### src/rtl/matrix_stream_loader.sv
// rtl/matrix_stream_loader.sv - framed header/element stream loader for two row-major matrix buffers
module matrix_stream_loader #(
  parameter int DATA_W  = 4,
  parameter int MAX_DIM = 4,
  parameter int DIM_W   = 4
) (
  input  logic                                   CLK,
  input  logic                                   RST,
  input  logic                                   in_valid,
  input  logic                                   in_hdr,
  input  logic [DATA_W-1:0]                      in_data,
  output logic                                   in_ready,
  output logic [DIM_W-1:0]                       R1,
  output logic [DIM_W-1:0]                       C1,
  output logic [DIM_W-1:0]                       R2,
  output logic [DIM_W-1:0]                       C2,
  output logic                                   ready,
  input  logic                                   ack,
  output logic                                   err,
  output logic [1:0]                             err_code,
  input  logic                                   rd_sel,
  input  logic [$clog2(MAX_DIM*MAX_DIM)-1:0]     rd_addr,
  output logic [DATA_W-1:0]                      rd_data
);

  localparam int DEPTH  = MAX_DIM * MAX_DIM;
  localparam int ADDR_W = $clog2(DEPTH);
  localparam int CNT_W  = ADDR_W + 1;
  localparam int PROD_W = 2 * DIM_W;

  typedef enum logic [2:0] {S_HDR, S_LOAD_A, S_LOAD_B, S_READY, S_ERROR} state_t;

  state_t              state, state_d;
  logic [1:0]          hcnt;
  logic [CNT_W-1:0]    idx;
  logic                hdr_oor;
  logic [1:0]          code_d;
  logic [DATA_W-1:0]   mem_a [DEPTH];
  logic [DATA_W-1:0]   mem_b [DEPTH];

  logic                beat;
  logic [DIM_W-1:0]    hdr_word;
  logic                word_oor;
  logic                range_fault;
  logic                mismatch;
  logic [PROD_W-1:0]   prod_a, prod_b;
  logic                last_a, last_b;

  function automatic logic dim_bad(input logic [DIM_W-1:0] d);
    return (d == '0) || (d > DIM_W'(MAX_DIM));
  endfunction

  assign in_ready = !RST && (state != S_READY);
  assign beat     = in_valid && in_ready;
  assign ready    = (state == S_READY);
  assign err      = (state == S_ERROR);

  // Header word checks; the 4th word is checked live as C2 before it is latched.
  assign hdr_word    = in_data[DIM_W-1:0];
  assign word_oor    = (in_data >> DIM_W) != '0;
  assign range_fault = hdr_oor || word_oor || dim_bad(R1) || dim_bad(C1) ||
                       dim_bad(R2) || dim_bad(hdr_word);
  assign mismatch    = (C1 != R2);

  assign prod_a = PROD_W'(R1) * PROD_W'(C1);
  assign prod_b = PROD_W'(R2) * PROD_W'(C2);
  assign last_a = (32'(idx) == 32'(prod_a) - 32'd1);
  assign last_b = (32'(idx) == 32'(prod_b) - 32'd1);

  // State register and sticky error code.
  always_ff @(posedge CLK) begin
    if (RST) begin
      state    <= S_HDR;
      err_code <= 2'd0;
    end else begin
      state    <= state_d;
      err_code <= code_d;
    end
  end

  // Next-state decode; range faults take priority over the C1/R2 mismatch.
  always_comb begin
    state_d = state;
    code_d  = err_code;
    case (state)
      S_HDR: begin
        if (beat) begin
          if (!in_hdr) begin
            state_d = S_ERROR;
            code_d  = 2'd3;
          end else if (hcnt == 2'd3) begin
            if (range_fault) begin
              state_d = S_ERROR;
              code_d  = 2'd1;
            end else if (mismatch) begin
              state_d = S_ERROR;
              code_d  = 2'd2;
            end else begin
              state_d = S_LOAD_A;
            end
          end
        end
      end
      S_LOAD_A: begin
        if (beat) begin
          if (in_hdr) begin
            state_d = S_ERROR;
            code_d  = 2'd3;
          end else if (last_a) begin
            state_d = S_LOAD_B;
          end
        end
      end
      S_LOAD_B: begin
        if (beat) begin
          if (in_hdr) begin
            state_d = S_ERROR;
            code_d  = 2'd3;
          end else if (last_b) begin
            state_d = S_READY;
          end
        end
      end
      S_READY: begin
        if (ack) state_d = S_HDR;
      end
      S_ERROR: begin
        if (ack) begin
          state_d = S_HDR;
          code_d  = 2'd0;
        end
      end
      default: state_d = S_HDR;
    endcase
  end

  // Header latching and counters; any state change restarts both counters.
  always_ff @(posedge CLK) begin
    if (RST) begin
      hcnt    <= 2'd0;
      idx     <= '0;
      hdr_oor <= 1'b0;
      R1      <= '0;
      C1      <= '0;
      R2      <= '0;
      C2      <= '0;
    end else begin
      if (state == S_HDR && beat && in_hdr) begin
        case (hcnt)
          2'd0:    R1 <= hdr_word;
          2'd1:    C1 <= hdr_word;
          2'd2:    R2 <= hdr_word;
          default: C2 <= hdr_word;
        endcase
        hcnt    <= hcnt + 2'd1;
        hdr_oor <= (hcnt == 2'd0) ? word_oor : (hdr_oor || word_oor);
      end
      if ((state == S_LOAD_A || state == S_LOAD_B) && beat && !in_hdr)
        idx <= idx + 1'b1;
      if (state_d != state) begin
        hcnt <= 2'd0;
        idx  <= '0;
      end
    end
  end

  // Element buffers; contents survive reset and ack.
  always_ff @(posedge CLK) begin
    if (beat && !in_hdr) begin
      if (state == S_LOAD_A) mem_a[idx[ADDR_W-1:0]] <= in_data;
      if (state == S_LOAD_B) mem_b[idx[ADDR_W-1:0]] <= in_data;
    end
  end

  // Registered read port; a same-cycle write to the same entry returns old data.
  always_ff @(posedge CLK) begin
    if (RST) rd_data <= '0;
    else     rd_data <= rd_sel ? mem_b[rd_addr] : mem_a[rd_addr];
  end

endmodule

### config.mk
export PLATFORM = sky130hd
export DESIGN_NAME = matrix_stream_loader
export DESIGN_NICKNAME = d
export VERILOG_FILES = /design/src/rtl/matrix_stream_loader.sv
export SDC_FILE = /design/constraint.sdc
export NUM_CORES = 1
export LEC_CHECK = 0
export ABC_AREA = 0
export CAP_MARGIN = 0
export CORE_ASPECT_RATIO = 1.4
export CORE_MARGIN = 2
export CORE_UTILIZATION = 50
export DETAILED_ROUTE_END_ITERATION = 8
export MAX_ROUTING_LAYER = met4
export PLACE_DENSITY_LB_ADDON = 0.1
export SLEW_MARGIN = 20
export SYNTH_ARGS = -nofsm -noshare
export SYNTH_HDL_FRONTEND = slang
export SYNTH_SLANG_ARGS = --single-unit
### constraint.sdc
create_clock -name CLK -period 8.7 [get_ports CLK]
set_input_delay 1.74 -clock CLK [delete_from_list [all_inputs] [get_ports CLK]]
set_output_delay 1.74 -clock CLK [all_outputs]
set_load 0.1 [all_outputs]
==> results.md <==
* Synth async-reset ratio at 0%
* Largest net degree at the start of global routing at 39
* Rows at 55
* Starting Density at between 50% and 60%
* Ys Warns at 0
* Worst path arrival time at roughly 3.7 ns
* Status: complete, no violations
* Vias in the first global route at roughly 5300
* Via count of the routed design at 5024
* Yosys cell types at between 50 and 60
* Die Span X at between 100 and 150 um
* End of the worst hold path: err_code[1]
* Slew @ Worst Pin at approximately 0.99 ns
* Tcrit/Tclk final at between 60 and 70%
* PwrDens at 182.2 mW/mm^2
* Final setup vio count at 0
* R2R Setup Slk at between 4 and 5 ns
* Register area share after synthesis at 54.83%
* Area post-placement at 0.008751 sq mm
* H-tree levels at 4
* Final core utilization at 58.21%
* #FFs+latches synth at between 150 and 200
* Min Hold Slack at 0.4618 ns
* Fillers at ~1300
* List of most frequent post-synthesis cells: edfxtp_1 (128), nand2_1 (67), ha_1 (43)
* Clock buffer depth at 2
* Nets at 730
* Worst-skew pair later-pin latency at around 0.42 ns
* Total congestion overflow at 0
* FF/Latch Area at roughly 0.0045 sq mm
* Max-slew headroom at 33.68%
* I/O Buffers at 38
* Maximum vdd drop at roughly 0.16 mV
* Synth top area share at a little under half
* # clock sinks at 160
* Synth Instances at roughly 630
* Total Wirelength at ~17 mm
* Post-synth EDFFs at about 130
* Leak Pwr at approximately 3.3 nW
* Setup_tns at 0 ns
* Share of layout cells above drive strength 1 at 13.78%
* Cell taking the most area after synthesis: edfxtp_1
* RD Place Congestion at a little over 0.8
* Drt pass-1 iters at 5
* # IOs at 39
* CTS Root Cell: clkbuf_16
* Post CTS Setup Buffer Count at 0
* Worst r2r src: C1[3]
* Mapped Area at between 0.008 and 0.009 sq mm
* 1st-iter DRT viols at about 250
* Worst Clk Skew at between 0.015 and 0.02 ns
* Hold Path Origin: err_code[1]
* Antenna Nets Post-Route at 0
* Layout overhead on the synthesized area at 14.59%
* Minimum clock period at 5.393 ns
* First-pass GRT wire length at 28.01 mm
* Worst Setup Start Kind: primary input
* Multi-input logic area at roughly 0.0035 sq mm
* Total Die Area at about 0.017 sq mm
* Crit-path max FO at 31
* CTS tree: done
* Total track usage at 21.48%
* Hold depth at 2
* Worst hold path class: flip-flop to flip-flop
* Critical R2R Capture: hcnt[0]
* CP Class: primary input to output port
* Syn avg cell area at roughly 13 sq um
* Initial antenna violation count at 0
* Diode count at 0
* Number of vias per cell at 5.748
* Max_cap viols at 0
* Setup crit end kind: output port
* CTS clk-pin slew, worst paths at about 0.060 ns
* Layout Cells excl Fill at 874
* Most common cell in the netlist: edfxtp_1
* Post-CTS resize count at 0
* DR WL/cell at roughly 20 um
* Inserted Clock Buffers at 17
* RSZ-0062 raised after global routing: false
* Core area at 0.01610 sq mm
* Post-Layout Inst Area at between 0.009 and 0.01 sq mm
* Pins Over Slew Limit at 0
* # placed instances at 843
* Mapped Nets at 693
* DRC viols at 0
* Hold Buf Count CTS at 0
* R2R depth at 13
* Leading post-synthesis cells by cell area: edfxtp_1 (47%), mux4_2 (11%), dfxtp_1 (7.8%), ha_1 (6.6%), nand2_1 (3.1%)
* CP required at 6.96 ns
* Max Fclk at 185.4 MHz
* Die Ht at ~160 um
* Ys flop type: edfxtp_1
* Fin. Hold Viols at 0
* Hpwl dp at approximately 12 mm
## power by group
| group | internal, mW | switching [mW] | leakage, nW | total [mW] |
|---|---|---|---|---|
| clock | 0.460 | 0.312 | 0.300 | 0.772 |
| sequential | 0.828 | 0.00301 | 1.41 | 0.831 |
| combinational | 0.0371 | 0.0679 | 1.59 | 0.105 |
## stage by stage
stage          setup slack [ns]  total power [mW]
2_1_floorplan             3.514            0.9162
3_3_place_gp              3.294            0.9525
3_5_place_dp              3.310            0.9539
4_1_cts                   3.299             1.720
5_1_grt                   3.225             1.760
6_report                  3.307             1.708
## registers in the layout, summed over array words and instances (netlist names), 4 cells and up
signal   flops
C1           4
C2           4
R1           4
R2           4
idx          5
mem_a       64
mem_b       64
rd_data      4
## area by class of cell
| type | instances | area share, % |
|---|---|---|
| Tap cell | 199 | 2.657 |
| Sequential cell | 160 | 47.84 |
| Clock buffer | 17 | 4.539 |
| Clock inverter | 14 | 2.029 |
| Timing Repair Buffer | 46 | 4.646 |
| Multi-Input combinational cell | 408 | 37.08 |
| Inverter | 30 | 1.201 |
## worst max-delay path, stage by stage
cell and delay [ns]:
clkdlybuf4s50_1 0.39, buf_4 0.24, nor2_1 0.13, clkdlybuf4s50_1 1.13
## logic make-up (layout without fill, tap and decap cells)
family          Yosys count  after routing  share of synthesized area, %
xor+xnor                 25             25                         2.677
buf+inv                  58            107                         2.815
flops                   160            160                         54.83
mux                      54             54                         12.74
simple gates            211            211                         12.48
fa+ha+maj                53             53                         9.026
compound gates           65             65                         5.431
## how the worst max path moves through the flow
stage	start	endpoint	slack (ns)	cells past startpoint
detailed placement	RST	in_ready	3.31	4
floorplan	RST	in_ready	3.51	3
global placement	RST	in_ready	3.29	4
CTS	RST	in_ready	3.30	4
finish	RST	in_ready	3.31	4
global route	RST	in_ready	3.22	4
## cells in the final DEF, fill, tap and decap left out, drive strengths merged, types with 3 or more instances in the layout
cell type      instances
o21ai                 13
clkdlybuf4s50         37
a21o                   4
edfxtp               128
and3                  10
nor2b                  5
xnor2                 19
a2111oi                3
dfxtp                 32
mux2i                 13
nor2                  39
a21oi                 29
xor2                   6
mux4                  40
nor4                   4
bufinv                 3
fa                    10
nor3b                  3
nand2                 67
nand4                  8
nand2b                 5
buf                    9
and2                  18
nand3                 32
a211oi                 6
ha                    43
nor3                  10
inv                   38
or3                    5
clkbuf                17
## per-layer routing
metal | part of all wire (%) | track usage, % | up-vias
li1 | - | - | 2402
met1 | 41 | 24.50 | 2491
met2 | 55 | 38.87 | 107
met3 | 2.7 | 3.467 | 24
met4 | 1.7 | 6.504 | 0
met5 | 0 | - | -
(Power assumes the default switching activity.)
